===== src/rtl/div_pkg.sv =====
// Shared types for the restoring divider: FSM states and counter sizing.
// ROUND exists only when DIV_ROUND_EN is defined.
package div_pkg;

  localparam int DIV_W_DEF = 32;
  localparam int DIV_CNT_W = $clog2(DIV_W_DEF) + 1;

  // Counter width for an arbitrary operand width (same rule as DIV_CNT_W).
  function automatic int cnt_width(input int w);
    return $clog2(w) + 1;
  endfunction

  typedef enum logic [1:0] {
    IDLE  = 2'd0,
    CALC  = 2'd1,
    DONE  = 2'd2
`ifdef DIV_ROUND_EN
    ,ROUND = 2'd3
`endif
  } div_state_e;

endpackage


===== src/rtl/div_abs_neg.sv =====
// Conditional two's-complement negate: dout = neg ? -din : din. Purely combinational.
module div_abs_neg #(
  parameter int W = 32
) (
  input  logic [W-1:0] din,
  input  logic         neg,
  output logic [W-1:0] dout
);

  assign dout = neg ? (~din + W'(1)) : din;

endmodule


===== src/rtl/div_subshift_hs.sv =====
// Valid/ready restoring divider, one quotient bit per cycle; out_valid DATA_W+1 cycles after accept
// (2 for a zero divisor), results held until out_ready. DIV_ROUND_EN adds a round-half-away ROUND cycle.
module div_subshift_hs
  import div_pkg::*;
#(
  parameter int DATA_W = DIV_W_DEF
) (
  input  logic              clk,
  input  logic              rst,
  input  logic              in_valid,
  output logic              in_ready,
  input  logic              signed_op,
  input  logic [DATA_W-1:0] dividend,
  input  logic [DATA_W-1:0] divisor,
  output logic              out_valid,
  input  logic              out_ready,
  output logic [DATA_W-1:0] quotient,
  output logic [DATA_W-1:0] remainder,
  output logic              div_by_zero
);

  localparam int CNT_W = cnt_width(DATA_W);

  div_state_e        state_q, state_d;
  logic [DATA_W-1:0] quo_q, rem_q, dvs_q;
  logic [CNT_W-1:0]  cnt_q;
  logic              q_neg_q, r_neg_q, dz_q, fin_q;

  logic              a_neg, b_neg, accept, hshake, last_step, ge;
  logic [DATA_W-1:0] a_mag, b_mag, q_fix, r_fix, rem_nxt, quo_nxt;
  logic [DATA_W:0]   shifted, diff;

  assign a_neg = signed_op & dividend[DATA_W-1];
  assign b_neg = signed_op & divisor[DATA_W-1];

  div_abs_neg #(.W(DATA_W)) u_mag_a (.din(dividend), .neg(a_neg),   .dout(a_mag));
  div_abs_neg #(.W(DATA_W)) u_mag_b (.din(divisor),  .neg(b_neg),   .dout(b_mag));
  div_abs_neg #(.W(DATA_W)) u_fix_q (.din(quo_q),    .neg(q_neg_q), .dout(q_fix));
  div_abs_neg #(.W(DATA_W)) u_fix_r (.din(rem_q),    .neg(r_neg_q), .dout(r_fix));

  assign in_ready  = (state_q == IDLE);
  assign accept    = in_valid && in_ready;
  assign hshake    = out_valid && out_ready;
  assign last_step = (state_q == CALC) && (cnt_q == CNT_W'(DATA_W - 1));

  // Restoring step: shift the next dividend bit into the partial remainder, keep the difference if non-negative.
  assign shifted = {rem_q, quo_q[DATA_W-1]};
  assign diff    = shifted - {1'b0, dvs_q};
  assign ge      = ~diff[DATA_W];
  assign rem_nxt = ge ? diff[DATA_W-1:0] : shifted[DATA_W-1:0];
  assign quo_nxt = {quo_q[DATA_W-2:0], ge};

`ifdef DIV_ROUND_EN
  logic round_up;
  assign round_up = ({rem_q, 1'b0} >= {1'b0, dvs_q});
`endif

  always_ff @(posedge clk or posedge rst) begin
    if (rst) state_q <= IDLE;
    else     state_q <= state_d;
  end

  always_comb begin
    state_d = state_q;
    case (state_q)
      IDLE: if (accept) state_d = (divisor == '0) ? DONE : CALC;
      CALC: if (last_step) begin
`ifdef DIV_ROUND_EN
        state_d = ROUND;
`else
        state_d = DONE;
`endif
      end
`ifdef DIV_ROUND_EN
      ROUND: state_d = DONE;
`endif
      DONE: if (hshake) state_d = IDLE;
      default: state_d = IDLE;
    endcase
  end

  always_ff @(posedge clk or posedge rst) begin
    if (rst) begin
      quo_q       <= '0;
      rem_q       <= '0;
      dvs_q       <= '0;
      cnt_q       <= '0;
      q_neg_q     <= 1'b0;
      r_neg_q     <= 1'b0;
      dz_q        <= 1'b0;
      fin_q       <= 1'b0;
      out_valid   <= 1'b0;
      quotient    <= '0;
      remainder   <= '0;
      div_by_zero <= 1'b0;
    end else begin
      case (state_q)
        IDLE: if (accept) begin
          quo_q   <= a_mag;
          rem_q   <= '0;
          dvs_q   <= b_mag;
          cnt_q   <= '0;
          q_neg_q <= a_neg ^ b_neg;
          r_neg_q <= a_neg;
          dz_q    <= (divisor == '0);
          fin_q   <= 1'b0;
        end
        CALC: begin
          quo_q <= quo_nxt;
          rem_q <= rem_nxt;
          cnt_q <= cnt_q + CNT_W'(1);
`ifndef DIV_ROUND_EN
          if (last_step) fin_q <= 1'b1;
`endif
        end
`ifdef DIV_ROUND_EN
        ROUND: begin
          if (round_up) quo_q <= quo_q + DATA_W'(1);
          fin_q <= 1'b1;
        end
`endif
        DONE: begin
          if (!fin_q) begin
            // Zero divisor: stage all-ones / dividend magnitude so the normal fix-up restores the dividend.
            quo_q   <= '1;
            rem_q   <= quo_q;
            q_neg_q <= 1'b0;
            fin_q   <= 1'b1;
          end else if (!out_valid) begin
            quotient    <= q_fix;
            remainder   <= r_fix;
            div_by_zero <= dz_q;
            out_valid   <= 1'b1;
          end else if (out_ready) begin
            out_valid <= 1'b0;
          end
        end
        default: ;
      endcase
    end
  end

endmodule

===== config.mk =====
export PLATFORM = sky130hd
export DESIGN_NAME = div_subshift_hs
export DESIGN_NICKNAME = d
export VERILOG_FILES = /design/src/rtl/div_pkg.sv /design/src/rtl/div_abs_neg.sv /design/src/rtl/div_subshift_hs.sv
export SDC_FILE = /design/constraint.sdc
export NUM_CORES = 1
export LEC_CHECK = 0
export ABC_AREA = 1
export CAP_MARGIN = 25
export CORE_MARGIN = 5
export CORE_UTILIZATION = 58
export DETAILED_ROUTE_END_ITERATION = 6
export DONT_BUFFER_PORTS = 1
export GPL_TIMING_DRIVEN = 1
export HOLD_SLACK_MARGIN = 0.05
export PLACE_DENSITY = 0.74
export SYNTH_ARGS = -nofsm -noshare
export SYNTH_HDL_FRONTEND = slang
export SYNTH_HIERARCHICAL = 1
export SYNTH_SLANG_ARGS = --single-unit
export TNS_END_PERCENT = 30

===== constraint.sdc =====
create_clock -name clk -period 7.2 [get_ports clk]
set_input_delay 1.08 -clock clk [delete_from_list [all_inputs] [get_ports clk]]
set_output_delay 1.08 -clock clk [all_outputs]
set_load 0.005 [all_outputs]

After elaboration in Yosys (flattened, before gate mapping)
Index checks and enable logic that the tools add are counted.
Cells by class
  add/sub/neg operators: 6
  equality and inequality tests: 7
  mux-type cells: 26
  bitwise logic cells: 9
  reductions and logical operators: 16
Operators with widths (number)
  $mux W32: 9
  $pmux W32 S3: 2
  $add A32 B1 Y32 const B: 4
  $not A32 Y32: 4
  $sub A33 B32 Y33: 1
  $logic_not A32 Y1: 1
  $reduce_and A3 Y1: 5
  $pmux W6 S2: 1
  $mux W2: 4
  $add A6 B1 Y6 const B: 1
  $eq A6 B5 Y1 const B: 1
  $mux W1: 6
  $mux W6: 1
  $ne A2 B2 Y1 const B: 3
  $pmux W2 S3: 1
  $reduce_and A2 Y1: 3
  $reduce_bool A2 Y1: 2
  $logic_and A1 B1 Y1: 3
  $pmux W1 S3: 1
  $reduce_bool A3 Y1: 1
  $and A1 B1 Y1: 2
  $eq A2 B1 Y1 const B: 1
  $eq A2 B2 Y1 const B: 1
  $logic_not A2 Y1: 1
  other kinds (4): 5
Storage, ports and cells
  bits in registers: 174
  input port bits: 69

Longest topological paths before layout
  depth in word-level cells: 5
  gate-level depth with buffers: 20

Cells and area by module
The synthesis kept the hierarchy.
By module, submodules not included
  div_subshift_hs: times used 1, cells an instance 1504, area an instance 10791.6 um^2, seq. area each 4354.2 um^2
  div_abs_neg: times used 4, cells an instance 227, area an instance 1108.6 um^2, seq. area each 0.0 um^2

Least setup slack after synthesis
Ideal clock, no wire load.
  path type: reg2reg
  from: register quo_q[31]
  to: register rem_q[7]
  arrival: 2153 ps
  required time: 7083 ps
  setup slack: 4930 ps
  stages on the path, launching flop included: 20
  buffers on the path: 1
  clock period less this slack: 2270 ps
  cells stage by stage: dfrtp_1 > inv_1 > ha_1 > inv_1 > fa_1 > nand2_1 > nand2_1 > nand3_2 > nand2_4 > nand2_4 > nand2_4 > nand2_4 > nand2_4 > nand2_2 > buf_4 > nand3_1 > nand3_1 > nand2_1 > nand2_1 > nand2_1
Between the ends
  longest elaborated chain between the ends: 3
RTL lines
  start: declaration: RTL line div_subshift_hs.sv:25  | logic [DATA_W-1:0] quo_q, rem_q, dvs_q;
  start signal: assignment: RTL line div_subshift_hs.sv:99  | quo_q <= a_mag;
  start signal: assignment: RTL line div_subshift_hs.sv:109  | quo_q <= quo_nxt;
  $sub A33 B32 Y33: RTL line div_subshift_hs.sv:48  | assign diff = shifted - {1'b0, dvs_q};
  $mux W32: RTL line div_subshift_hs.sv:50  | assign rem_nxt = ge ? diff[DATA_W-1:0] : shifted[DATA_W-1:0];
  $pmux W32 S3: RTL line div_subshift_hs.sv:97  | case (state_q)
  end signal: assignment: RTL line div_subshift_hs.sv:110  | rem_q <= rem_nxt;
  end signal: assignment: RTL line div_subshift_hs.sv:126  | rem_q <= quo_q;
  end: declaration: RTL line div_subshift_hs.sv:25
Every way passes these cells.
A chain may end at the register's enable or synchronous reset.

Worst setup path after layout
  from: register quo_q[31]
  to: register rem_q[3]
The elaborated chain is that of the path after synthesis.

==> out/metrics.cfg <==
[synthesis]
synth.area.top_cells=sky130_fd_sc_hd__dfrtp_1 29%, sky130_fd_sc_hd__nand2_1 24%, sky130_fd_sc_hd__inv_1 7.2%, sky130_fd_sc_hd__nor2_1 5.3%, sky130_fd_sc_hd__mux2_2 4.7%
synthArstFlopShare_pct=100
post_synth_num_cell_types=44
post_synth.cell_area_avg_um2=6.31
synth-edff-count=0
postSynthNetCount=2523
register_bit_total_from_synthesis=174
synth_seq_area_share_pct=28.6
yosys_warnings=6
netlist_instances=2412
synth_top_area_share_pct=28.6
most_used_dff_post_synth=sky130_fd_sc_hd__dfrtp_1
biggest_area_consumer_among_synthesized_cells=sky130_fd_sc_hd__dfrtp_1
synth_area_mm2=0.0152

[critical_path]
path_max_fanout=20
required_ns=7.53
timing_worst_setup_path_type=reg2reg
setup.worst_path.end_class=flop
worst_setup_path_start_kind=flop
timing.critical_path.arrival_ns=3.34

[power_and_ir_drop]
power_frac_seq_pct=27.5
peak_vdd_ir_mv=0.506
power.share.switching_pct=53.6
power_leakage_uw=0.00868
share_of_power_burned_in_the_clock_network_pct=13.6
power_switching_uw=3750
pwr_density_cell_mw_per_mm2=437
pwr-share-comb_pct=58.8
intPower_uw=3250

[clock_network]
cts_sinks=174
cts_resized=0
clock_insertion_delay_worst_skew_ns=0.44
cts_max_path_buffers=2
cts-root-buf=sky130_fd_sc_hd__clkbuf_16
clock_pin_slew_on_the_worst_setup_and_hold_paths_ns=0.08
tritoncts=built
hold_fix_buffers_at_cts=0
cts-buffers-inserted=17
post_cts_buffers=0
cts_h_tree_lvls=4

[timing]
grt_setup_unrepaired=false
drv_slew=0
setup_slack_ns=4.19
ratio_of_final_minimum_period_to_clock_period_pct=41.8
fin_tns_setup_ns=0
max_freq_ghz=0.332
setup_viol=0
final.setup_skew_ns=0.0141
final_number_of_hold_violating_endpoints=0
final_period_minus_worst_setup_slack_ns=3.01
timing_worst_slew_pin_value_ns=1.03
tightest_slew_margin_relative_to_the_limit_pct=31.4

[finish]
fin_area_mm2=0.0160
finish.utilization_pct=61.7
fillers=2513
drive_above_1_share_pct=10.2
diodes=0
layout_nets=2485
area_growth_pct=5.30

[detailed_routing]
post_detailed_route_via_to_cell_ratio=5.53
route.detailed.wl_per_inst_um=16.9
detailroute.via_count=15040
detailed_router_iteration_count_before_antenna_repair=6
ant_nets=0
drt_iter0_drc=1576
routed_wirelength_um=46000
post-route-drc-count=0

[global_routing]
gr-usage-all-layers_pct=30.9
grt_start_max_net_pins=110
first_global_vias=13821
grt.overflow.total=0
grt_antenna_before_repair=0
grt_first_pass_wirelength_um=72500

[outcome]
status=complete, no violations

[min_path]
type_of_the_worst_min_delay_path=in2async

[die]
top_ports=136
core-area_mm2=0.0260
initial_cell_density_of_the_core_pct=58.6
die_h_um=172
placementRows=59
die_w_um=172
dieArea_mm2=0.0296

[placed_design]
detailedPlace.worstSlack_ns=4.27
hpwl_um=35500
place.gp.congestion=0.969
placed_area_mm2=0.0154
io_buffers=0

[job]
maxCapViolations=0

==> state kept, by name, indices dropped and copies added (netlist names) <==
signal and cells:
quo_q 32, rem_q 32, remainder 32, out_valid 1, r_neg_q 1, dz_q 1, quotient 32, dvs_q 32
fin_q 1, div_by_zero 1, q_neg_q 1, cnt_q 6, state_q 2
==> power by group through the flow <==
stage	clock (uW)	combinational [uW]	sequential (uW)
floorplan	0	3200	1680
global placement	0	3900	1940
detailed placement	0	4040	1930
CTS	965	4070	1910
global route	1010	4630	1960
finish	955	4120	1930
==> cell families after synthesis <==
kind of cell / synth area share (%)
adders and majority gates: 3.50
xor gates and xnor gates: 3.74
and+or+nand+nor: 42.8
DFF: 28.6
buffers and inverters: 9.99
muxes: 4.73
AOI/OAI and AO/OA: 6.62
==> cells in the mapped netlist, types with 4 or more instances <==
master	instances
sky130_fd_sc_hd__nand2_4	11
sky130_fd_sc_hd__o21ai_2	8
sky130_fd_sc_hd__a21oi_1	34
sky130_fd_sc_hd__nor3_1	5
sky130_fd_sc_hd__nor4_1	9
sky130_fd_sc_hd__ha_1	41
sky130_fd_sc_hd__dfrtp_1	174
sky130_fd_sc_hd__nand2_1	988
sky130_fd_sc_hd__mux2_2	64
sky130_fd_sc_hd__inv_1	292
sky130_fd_sc_hd__nand4_1	18
sky130_fd_sc_hd__clkbuf_1	33
sky130_fd_sc_hd__nor2_4	30
sky130_fd_sc_hd__nand3b_1	19
sky130_fd_sc_hd__buf_2	18
sky130_fd_sc_hd__nor2_2	35
sky130_fd_sc_hd__xor2_1	23
sky130_fd_sc_hd__inv_2	12
sky130_fd_sc_hd__xnor2_1	42
sky130_fd_sc_hd__buf_4	11
sky130_fd_sc_hd__o21ai_1	9
sky130_fd_sc_hd__nor2_1	217
sky130_fd_sc_hd__inv_6	4
sky130_fd_sc_hd__nor2_8	4
sky130_fd_sc_hd__o21ai_0	127
sky130_fd_sc_hd__nand3_1	135
sky130_fd_sc_hd__nand2_2	22
==> layout make-up <==
class / count / area (um2) / area share, %
Clock inverter: 14 / 169 / 1.05
Tap cell: 335 / 419 / 2.61
Clock buffer: 18 / 429 / 2.68
Timing Repair Buffer: 11 / 123 / 0.765
Multi-Input combinational cell: 1862 / 9360 / 58.4
Sequential cell: 174 / 4350 / 27.2
Inverter: 308 / 1180 / 7.37
==> path summary, 6_finish.rpt <==
kind,cells past startpoint,end,slack (ns),start
max in group asynchronous,3,rem_q[4],5.14,rst
min in group clk,2,dvs_q[0],0.51,dvs_q[0]
hold / removal,1,quotient[21],0.46,rst
hold reg to reg,2,dvs_q[0],0.51,dvs_q[0]
setup / recovery,18,rem_q[3],4.19,quo_q[31]
setup reg to reg,18,rem_q[3],4.19,quo_q[31]
==> layer usage <==
layer,track usage (%),share of wire (%),wire length [um],vias to the layer above
li1,-,-,-,7384
met4,13.1,4.3,1970,0
met5,0,0,0,-
met2,48.4,44,20300,640
met1,43.0,43,19900,6893
met3,4.48,8.5,3910,123
==> through the flow <==
stage               instances  hold WS, ns  power [uW]
floorplan                2412        0.453        4880
global placement         2687        0.474        5840
detailed placement       2689        0.483        5970
CTS                      2721        0.500        6940
global route             2722        0.456        7590
finish                   2722        0.458        7000
==> worst max-delay path, stage by stage, from the launching register on <==
cell,delay (ns)
sky130_fd_sc_hd__dfrtp_1,0.47
sky130_fd_sc_hd__inv_1,0.13
sky130_fd_sc_hd__ha_1,0.15
sky130_fd_sc_hd__inv_1,0.08
sky130_fd_sc_hd__fa_1,0.41
sky130_fd_sc_hd__nand2_1,0.09
sky130_fd_sc_hd__nand2_1,0.10
sky130_fd_sc_hd__nand3_2,0.11
sky130_fd_sc_hd__nand2_4,0.08
sky130_fd_sc_hd__nand2_4,0.08
sky130_fd_sc_hd__nand2_4,0.05
sky130_fd_sc_hd__nand2_4,0.09
sky130_fd_sc_hd__nand3_2,0.24
sky130_fd_sc_hd__nand2_2,0.44
sky130_fd_sc_hd__nand2_1,0.12
sky130_fd_sc_hd__nand3_1,0.09
sky130_fd_sc_hd__nand2_1,0.06
sky130_fd_sc_hd__nand2_1,0.05
sky130_fd_sc_hd__nand2_1,0.05
==> cells in the final DEF, fill, tap and decap left out, types with 17 or more instances in the layout <==
cell type,count
sky130_fd_sc_hd__nor2_2,36
sky130_fd_sc_hd__clkbuf_16,17
sky130_fd_sc_hd__nand4_1,18
sky130_fd_sc_hd__nand2_1,987
sky130_fd_sc_hd__o21ai_0,127
sky130_fd_sc_hd__nor2_4,30
sky130_fd_sc_hd__dfrtp_1,174
sky130_fd_sc_hd__nand2_2,23
sky130_fd_sc_hd__nor2_1,216
sky130_fd_sc_hd__mux2_2,64
sky130_fd_sc_hd__nand3b_1,19
sky130_fd_sc_hd__nand3_1,135
sky130_fd_sc_hd__xnor2_1,42
sky130_fd_sc_hd__ha_1,40
sky130_fd_sc_hd__a21oi_1,34
sky130_fd_sc_hd__inv_1,290
sky130_fd_sc_hd__xor2_1,23
Power figures use the tool's default switching activity.
